[src/rtl/neuron_scheduler.sv]
// Time-multiplexes one shared combinational neuron over the 3-neuron net (N1,N2 -> N3); 4 cycles accept-to-valid_out.
// Single sample in flight: ready only in IDLE, y held in OUT until ready_out. Optional SCHED_PERF_CNT_EN adds perf counters.
module neuron_scheduler #(
  parameter logic [31:0]        N1_W    = 32'h1097018D,
  parameter logic [31:0]        N2_W    = 32'hC820EA67,
  parameter logic [31:0]        N3_W    = 32'h5CDAAB4B,
  parameter logic signed [15:0] N1_BIAS = 16'sd12571,
  parameter logic signed [15:0] N2_BIAS = -16'sd8139,
  parameter logic signed [15:0] N3_BIAS = 16'sd10182,
  parameter logic signed [11:0] XMIN    = -12'sd127,
  parameter logic signed [11:0] XMAX    = 12'sd127
) (
  input  logic        clk,
  input  logic        arst_n,
  input  logic        valid,
  output logic        ready,
  input  logic [31:0] x,
  output logic        valid_out,
  input  logic        ready_out,
  output logic [7:0]  y,
  output logic        busy,
  output logic [31:0] nrn_x,
  output logic [31:0] nrn_w,
  output logic [15:0] nrn_bias,
  output logic [11:0] nrn_xmin,
  output logic [11:0] nrn_xmax,
  input  logic [7:0]  nrn_y
`ifdef SCHED_PERF_CNT_EN
  ,
  output logic [15:0] infer_cnt,
  output logic [15:0] stall_cnt
`endif
);

  typedef enum logic [2:0] {
    IDLE = 3'd0,
    L1A  = 3'd1,
    L1B  = 3'd2,
    L2   = 3'd3,
    OUT  = 3'd4
  } state_t;

  state_t      state_q, state_d;
  logic [7:0]  s1_q, s1_d;
  logic [7:0]  y_q, y_d;
  logic [31:0] nrn_x_q, nrn_x_d;
  logic [31:0] nrn_w_q, nrn_w_d;
  logic [15:0] nrn_bias_q, nrn_bias_d;
  logic [11:0] nrn_xmin_q, nrn_xmin_d;
  logic [11:0] nrn_xmax_q, nrn_xmax_d;

  always_ff @(posedge clk or negedge arst_n) begin
    if (!arst_n) begin
      state_q    <= IDLE;
      s1_q       <= '0;
      y_q        <= '0;
      nrn_x_q    <= '0;
      nrn_w_q    <= '0;
      nrn_bias_q <= '0;
      nrn_xmin_q <= '0;
      nrn_xmax_q <= '0;
    end else begin
      state_q    <= state_d;
      s1_q       <= s1_d;
      y_q        <= y_d;
      nrn_x_q    <= nrn_x_d;
      nrn_w_q    <= nrn_w_d;
      nrn_bias_q <= nrn_bias_d;
      nrn_xmin_q <= nrn_xmin_d;
      nrn_xmax_q <= nrn_xmax_d;
    end
  end

  // The captured sample stays in nrn_x through L1B, and S2 lives in nrn_x[15:8]
  // from L2 onward, so neither needs a separate register.
  always_comb begin
    state_d    = state_q;
    s1_d       = s1_q;
    y_d        = y_q;
    nrn_x_d    = nrn_x_q;
    nrn_w_d    = nrn_w_q;
    nrn_bias_d = nrn_bias_q;
    nrn_xmin_d = nrn_xmin_q;
    nrn_xmax_d = nrn_xmax_q;
    case (state_q)
      IDLE: begin
        if (valid) begin
          nrn_x_d    = x;
          nrn_w_d    = N1_W;
          nrn_bias_d = N1_BIAS;
          nrn_xmin_d = XMIN;
          nrn_xmax_d = XMAX;
          state_d    = L1A;
        end
      end
      L1A: begin
        s1_d       = nrn_y;
        nrn_w_d    = N2_W;
        nrn_bias_d = N2_BIAS;
        state_d    = L1B;
      end
      L1B: begin
        nrn_x_d    = {8'h00, 8'h00, nrn_y, s1_q};
        nrn_w_d    = N3_W;
        nrn_bias_d = N3_BIAS;
        state_d    = L2;
      end
      L2: begin
        y_d     = nrn_y;
        state_d = OUT;
      end
      OUT: begin
        if (ready_out) state_d = IDLE;
      end
      default: state_d = IDLE;
    endcase
  end

  assign ready     = (state_q == IDLE);
  assign valid_out = (state_q == OUT);
  assign busy      = (state_q != IDLE);
  assign y         = y_q;
  assign nrn_x     = nrn_x_q;
  assign nrn_w     = nrn_w_q;
  assign nrn_bias  = nrn_bias_q;
  assign nrn_xmin  = nrn_xmin_q;
  assign nrn_xmax  = nrn_xmax_q;

`ifdef SCHED_PERF_CNT_EN
  logic [15:0] infer_cnt_q, infer_cnt_d;
  logic [15:0] stall_cnt_q, stall_cnt_d;

  always_comb begin
    infer_cnt_d = infer_cnt_q;
    stall_cnt_d = stall_cnt_q;
    if (state_q == OUT && ready_out && infer_cnt_q != 16'hFFFF)
      infer_cnt_d = infer_cnt_q + 16'd1;
    if (state_q == OUT && !ready_out && stall_cnt_q != 16'hFFFF)
      stall_cnt_d = stall_cnt_q + 16'd1;
  end

  always_ff @(posedge clk or negedge arst_n) begin
    if (!arst_n) begin
      infer_cnt_q <= '0;
      stall_cnt_q <= '0;
    end else begin
      infer_cnt_q <= infer_cnt_d;
      stall_cnt_q <= stall_cnt_d;
    end
  end

  assign infer_cnt = infer_cnt_q;
  assign stall_cnt = stall_cnt_q;
`endif

endmodule

[config.mk]
export PLATFORM = sky130hd
export DESIGN_NAME = neuron_scheduler
export DESIGN_NICKNAME = d
export VERILOG_FILES = /design/src/rtl/neuron_scheduler.sv
export SDC_FILE = /design/constraint.sdc
export NUM_CORES = 1
export LEC_CHECK = 0
export CAP_MARGIN = 20
export CORE_MARGIN = 5
export CORE_UTILIZATION = 40
export CTS_CLUSTER_DIAMETER = 120
export DETAILED_ROUTE_END_ITERATION = 7
export PLACE_DENSITY = 0.87
export SLEW_MARGIN = 25
export SYNTH_ARGS = -nofsm -noshare
export SYNTH_HDL_FRONTEND = slang
export SYNTH_SLANG_ARGS = --single-unit
[constraint.sdc]
create_clock -name clk -period 3.3 [get_ports clk]
set_clock_uncertainty 0.15 [all_clocks]
set_input_delay 0.33 -clock clk [delete_from_list [all_inputs] [get_ports clk]]
set_output_delay 0.33 -clock clk [all_outputs]
set_load 0.02 [all_outputs]
==> impl_metrics.yaml, run 1 <==
clocking:
  clk_pin_slew_worst_paths_ns: 0.06
  cts_root_buf: "clkbuf_8"
  cts.htree.levels: 3
  insertion_delay_ns: 0.31
  cts_buffer_depth: 2
  clock-sinks: 59
  cts_resized: 0
  cts_tree: "built"
  cts_inserted_buffers: 9
  postCtsSetupRepairBufs: 0
floorplan:
  boundaryPins: 159
  dieWidth_um: 96.1
  fp-row-count: 31
  dieArea_sq_um: 9230
  core_area_sq_um: 7250
  start_util_pct: 40.9
  die_h_um: 96.1
power_and_ir_drop:
  irDropWorstVdd_uv: 348
  cell_internal_pwr_w: 0.00261
  pwr-share-clk_pct: 11.4
  powerDensity_nw_per_um2: 1090
  swShare_pct: 42.3
  leakagePower_nw: 1.73
  pwr-share-comb_pct: 58.4
  seqPwrFrac_pct: 30.2
  p_switching_w: 0.00192
setup_path:
  cp_data_required_time_ns: 2.82
  critPathKind: "reg2out"
  path_max_fanout: 14
  worst-endpoint-arrival_ns: 1.88
  critPathLaunch: "state_q[0]"
  critPathLaunchType: "flip-flop"
  critical_path.reg2reg.endpoint: "nrn_x[27]"
  reg2reg_depth: 3
  end_kind: "output pin"
  timing.rr.start: "state_q[0]"
  crit_path_end: "valid_out"
  ff2ff_setup_slack_ns: 1.04
layout:
  drive_gt1_share_pct: 11.7
  syn_to_final_growth_pct: 40.1
  layout.nets: 419
  fill_cells: 631
  utilization_pct: 57.3
  diodes: 0
  final_cells: 476
synthesis:
  muxShareOfSynthArea_pct: 6.08
  synth_ff_type: "dfrtp_1"
  synth_compound_area_share_pct: 15.0
  yosysSeqAreaShare_pct: 49.8
  synthDistinctLibCells: 31
  synth_top_family_by_area: "buffers and inverters"
  synth_xor_area_share_pct: 0
  syn-instance-count: 283
  yosys.area_share.simple_pct: 8.74
  synth-adder-area-share_pct: 0
  avgSynthCellArea_sq_um: 10.5
  synth_warnings: 0
  synth_area_leaders: "dfrtp_1, buf_4, mux2_2"
  synth_edf_count: 0
  yosys.area.top_type_share_pct: 49.8
  async_reset_ff_share_pct: 100
  synth_top_cell_by_area: "dfrtp_1"
  ys_ff_latch: 59
  syn_area_sq_um: 2960
sta:
  period_share_pct: 71.6
  timing.slew.headroom_pct: 42.4
  hold_ws_ns: 0.353
  fmax_mhz: 423
  rsz0062_at_grt: "no"
  min_period_ns: 2.36
  setup_viol: 0
  hold_viol: 0
  fin_setup_tns_ns: 0
  slew_viol_final: 0
  worst_slew_pin_slew_ns: 0.860
place:
  place_congestion: 0.762
  place_inst: 462
  dp_hpwl_um: 5640
  portBuffers: 140
global_route:
  antenna_found_initial: 0
  grt_usage_pct: 15.7
  grt_max_degree: 36
  grt_overflow_total: 0
  grt_pass1_wl_um: 11200
  grt_pass1_vias: 2212
routing:
  ant_nets: 0
  drt-initial-drc-count: 155
  routed_wl_um: 7390
  wl_per_cell_um: 15.5
  drc: 0
  vias_per_cell: 4.69
  num_vias: 2234
  drtPass1Iterations: 4
hold_path:
  hp-class: "reg2reg"
run_status:
  status: "completed"
job:
  maxCapViolations: 0
==> sequential cells by signal (all words and copies together), names as in the netlist <==
register,count
nrn_w,7
nrn_x,32
nrn_xmax,1
s1_q,8
state_q,3
y,8
==> repair_timing <==
item                                    in CTS  in global routing
endpoints found under the setup margin       0                  0
hold buffers                                 1                  0
hold endpoints to repair                    34                  0
==> layer usage <==
layer	up-vias	routed length, um	global-route usage [%]
met4	0	139	8.18
met5	-	0	0
met3	10	546	3.52
met2	94	3820	27.0
li1	1048	-	-
met1	1082	2880	18.2
==> synth_stat cells, drive strengths merged, types with 2 or more instances <==
master  count
nand2      25
or3b        2
a21oi      30
o21a        2
o21ai       7
nor2       17
mux2       16
o22ai      19
clkbuf      3
inv         8
a22o        5
dfrtp      59
nand2b      2
buf        76
==> cells by family (layout without fill, tap and decap cells) <==
group,count (synthesis),in the layout
buffers and inverters,87,164
other,1,18
AO/OA/AOI/OAI,66,66
flip-flops,59,59
AND/OR/NAND/NOR,54,54
multiplexers,16,16
==> worst min path at each step <==
stage / startpoint / to / slack, ns / depth (start not counted)
6_report: nrn_x[26] / nrn_x[26] / 0.35 / 1
5_1_grt: nrn_x[26] / nrn_x[26] / 0.37 / 1
4_1_cts: y[3] / y[3] / 0.36 / 1
3_5_place_dp: arst_n / y[0] / 0.31 / 1
3_3_place_gp: arst_n / y[0] / 0.29 / 1
2_1_floorplan: arst_n / nrn_w[0] / -0.12 / 0
==> per-stage QoR <==
step / worst slack, ns / total power, W / area [sq um]
floorplan: 1.67 / 0.00310 / 3030
global placement: 0.721 / 0.00396 / 3990
detailed placement: 0.650 / 0.00405 / 3990
CTS: 0.917 / 0.00458 / 4150
global route: 0.812 / 0.00481 / 4150
finish: 0.937 / 0.00453 / 4150
==> cells in the final DEF, fill, tap and decap left out, drive strengths merged, types with 2 or more instances in the layout <==
master	count
clkdlybuf4s50	139
dfrtp	59
a21oi	30
nand2	25
o22ai	19
conb	18
nor2	17
mux2	16
clkbuf	13
inv	8
o21ai	7
a22o	5
buf	3
o21a	2
nand2b	2
or3b	2
==> critical path, stage by stage (launching register included) <==
cell and delay, ns:
dfrtp_1 0.53, nor2_1 0.26, nand2_1 0.11, inv_1 0.08
clkdlybuf4s50_1 0.60
==> layout make-up <==
class	count	area [sq um]	area share, %
Inverter	8	30.0	0.723
Sequential cell	59	1480	35.6
Clock buffer	13	149	3.59
Timing Repair Buffer	143	1420	34.2
Tap cell	99	124	2.98
Multi-Input combinational cell	154	952	22.9
==> power groups by stage <==
| stage | sequential, W | combinational (W) | clock [W] |
|---|---|---|---|
| 2_1_floorplan | 0.00163 | 0.00147 | 0 |
| 3_3_place_gp | 0.00136 | 0.00260 | 0 |
| 3_5_place_dp | 0.00138 | 0.00267 | 0 |
| 4_1_cts | 0.00137 | 0.00268 | 0.000534 |
| 5_1_grt | 0.00143 | 0.00282 | 0.000569 |
| 6_report | 0.00137 | 0.00265 | 0.000517 |
No activity file was read; power rests on OpenSTA's default activity.
==> run 2, diff against run 1 <==
--- a/config.mk
+++ b/config.mk
@@ -7,10 +7,10 @@
 export LEC_CHECK = 0
 export CAP_MARGIN = 20
 export CORE_MARGIN = 5
-export CORE_UTILIZATION = 40
+export CORE_UTILIZATION = 36
 export CTS_CLUSTER_DIAMETER = 120
 export DETAILED_ROUTE_END_ITERATION = 7
-export PLACE_DENSITY = 0.87
+export PLACE_DENSITY = 0.83
 export SLEW_MARGIN = 25
 export SYNTH_ARGS = -nofsm -noshare
 export SYNTH_HDL_FRONTEND = slang
==> constraint.sdc (replaced) <==
create_clock -name clk -period 1.95 [get_ports clk]
set_clock_uncertainty 0.15 [all_clocks]
set_input_delay 0.195 -clock clk [delete_from_list [all_inputs] [get_ports clk]]
set_output_delay 0.195 -clock clk [all_outputs]
set_load 0.02 [all_outputs]
==> run 2 against run 1 <==
Global-route usage down 0.34 points. Clock-buffer cell count is 1 higher. Via count up 4.7%. Sequential share of layout area decreased by 1.2 points. Wire length increased by 6.3%. Setup slack worse by 0.81 ns. Die area increased by 9.9%. Worst hold slack worse by 0.14 ns. Critical path type unchanged. Critical endpoint is now nrn_bias[10].
==> impl_metrics.yaml, run 2 (same netlist as run 1, synthesis figures left out) <==
routing:
  met3_length_um: 641
  ant_nets: 0
  vias_per_cell: 4.70
  drc: 0
  drtPass1Iterations: 4
  num_vias: 2340
  routed_wl_um: 7860
  wl_per_cell_um: 15.8
  top_layer_used: "met4"
  drt-initial-drc-count: 131
  wl_met2_um: 3990
  wl_met1_um: 2980
sta:
  hold_ws_ns: 0.216
  period_share_pct: 93.3
  hold_viol: 0
  timing.slew.headroom_pct: 66.6
  fin_setup_tns_ns: 0
  min_period_ns: 1.82
  worst_slew_pin_slew_ns: 0.501
  rsz0062_at_grt: "no"
  slew_viol_final: 0
  fin_ws_ns: 0.131
  setup_viol: 0
  fmax_mhz: 550
place:
  portBuffers: 140
  pre_cts_ws_ns: 0.0737
  postPlaceCellArea_sq_um: 4120
  place_inst: 481
  place_congestion: 0.782
  dp_hpwl_um: 6000
clocking:
  cts_root_buf: "clkbuf_8"
  cts.htree.levels: 3
  cts_tree: "built"
  clock-sinks: 59
  clk_pin_slew_worst_paths_ns: 0.07
  cts_inserted_buffers: 9
  cts_buffer_depth: 2
  postCtsSetupRepairBufs: 0
  insertion_delay_ns: 0.33
power_and_ir_drop:
  p_switching_w: 0.00333
  irDropWorstVdd_uv: 622
  swShare_pct: 42.0
  pwr-share-clk_pct: 12.3
  leakagePower_nw: 1.83
  seqPwrFrac_pct: 28.7
  powerDensity_nw_per_um2: 1840
  pwr-share-comb_pct: 59.0
  cell_internal_pwr_w: 0.00461
job:
  maxCapViolations: 0
floorplan:
  fp-row-count: 33
  die_h_um: 101
  core_area_sq_um: 8130
  boundaryPins: 159
  dieWidth_um: 101
  dieArea_sq_um: 10100
  start_util_pct: 36.4
layout:
  drive_gt1_share_pct: 16.3
  seq_area_sq_um: 1480
  syn_to_final_growth_pct: 45.4
  diodes: 0
  fill_cells: 699
  final_cells: 498
  final_common_cell: "clkdlybuf4s50_1"
  layout.nets: 432
  design_area_sq_um: 4310
  final_cell_mix: "clkdlybuf4s50_1, dfrtp_1, a21oi_1, nand2_1, conb_1"
  largest_register_ffs: 32
  multi_input_area_sq_um: 955
global_route:
  grt_overflow_total: 0
  grt_pass1_vias: 2359
  antenna_found_initial: 0
  grt_pass1_wl_um: 12100
  grt_max_degree: 29
  grt_usage_pct: 15.4
setup_path:
  cp_top_family: "buffers and inverters"
  end_kind: "output pin"
  critical_path.reg2reg.endpoint: "nrn_x[1]"
  cp_data_required_time_ns: 1.60
  path_max_fanout: 9
  critPathMaxStageDelay_ns: 0.67
  critPathKind: "reg2out"
  worst-endpoint-arrival_ns: 1.47
  crit_chain: "clkdlybuf4s50_1"
  reg2reg_depth: 4
  timing.rr.start: "state_q[0]"
  ff2ff_setup_slack_ns: 0.18
  critPathLaunchType: "flip-flop"
  path_buf_inv: 1
  cp_slowest_cell: "clkdlybuf4s50_1"
run_status:
  status: "completed"
hold_path:
  hp-class: "in2async"
-- run 2: changes by cell type in the layout (fill, tap and decap cells not counted), sizes merged --
cell / delta
buf: +13
clkdlybuf4s50: -3
dlygate4sd2: +3
clkinv: +2
clkbuf: +1
-- run 2: layout make-up --
| cell class | instances | share of cell area, % |
|---|---|---|
| Timing Repair Buffer | 156 | 35.7 |
| Sequential cell | 59 | 34.4 |
| Multi-Input combinational cell | 154 | 22.1 |
| Clock buffer | 14 | 3.77 |
| Tap cell | 105 | 3.05 |
| Inverter | 8 | 0.697 |
| Clock inverter | 2 | 0.232 |
-- run 2: layer usage --
layer | track usage (%) | vias up
met3 | 4.91 | 18
met5 | 0 | -
met1 | 18.0 | 1135
met4 | 7.98 | 0
met2 | 25.2 | 101
li1 | - | 1086
-- run 2: per-stage QoR --
stage,utilization (%),total power (W)
global placement,50.7,0.00690
detailed placement,50.7,0.00705
floorplan,-,0.00524
global route,53.0,0.00845
finish,53.0,0.00795
CTS,53.0,0.00803
-- run 2: power by group through the flow --
stage	sequential, W	combinational (W)	clock, W
2_1_floorplan	0.00276	0.00248	0
3_3_place_gp	0.00226	0.00465	0
3_5_place_dp	0.00230	0.00475	0
4_1_cts	0.00229	0.00474	0.00101
5_1_grt	0.00238	0.00500	0.00107
6_report	0.00228	0.00469	0.000975
-- run 2: what timing repair did --
action                     CTS  global route
hold buffers                 1             0
gates cloned                 0             0
setup endpoints to repair    4            16
hold endpoints to repair    18             0
resized for setup            6             2
-- run 2: how the worst max path moves through the flow --
stage	startpoint	end	slack, ns	cells past startpoint
3_3_place_gp	valid	nrn_x[2]	0.12	5
6_report	nrn_w[26]	nrn_bias[10]	0.13	1
3_5_place_dp	valid	nrn_x[1]	0.07	5
5_1_grt	state_q[0]	ready	0.01	4
2_1_floorplan	state_q[0]	nrn_x[11]	0.32	5
4_1_cts	nrn_w[28]	nrn_w[17]	0.04	1
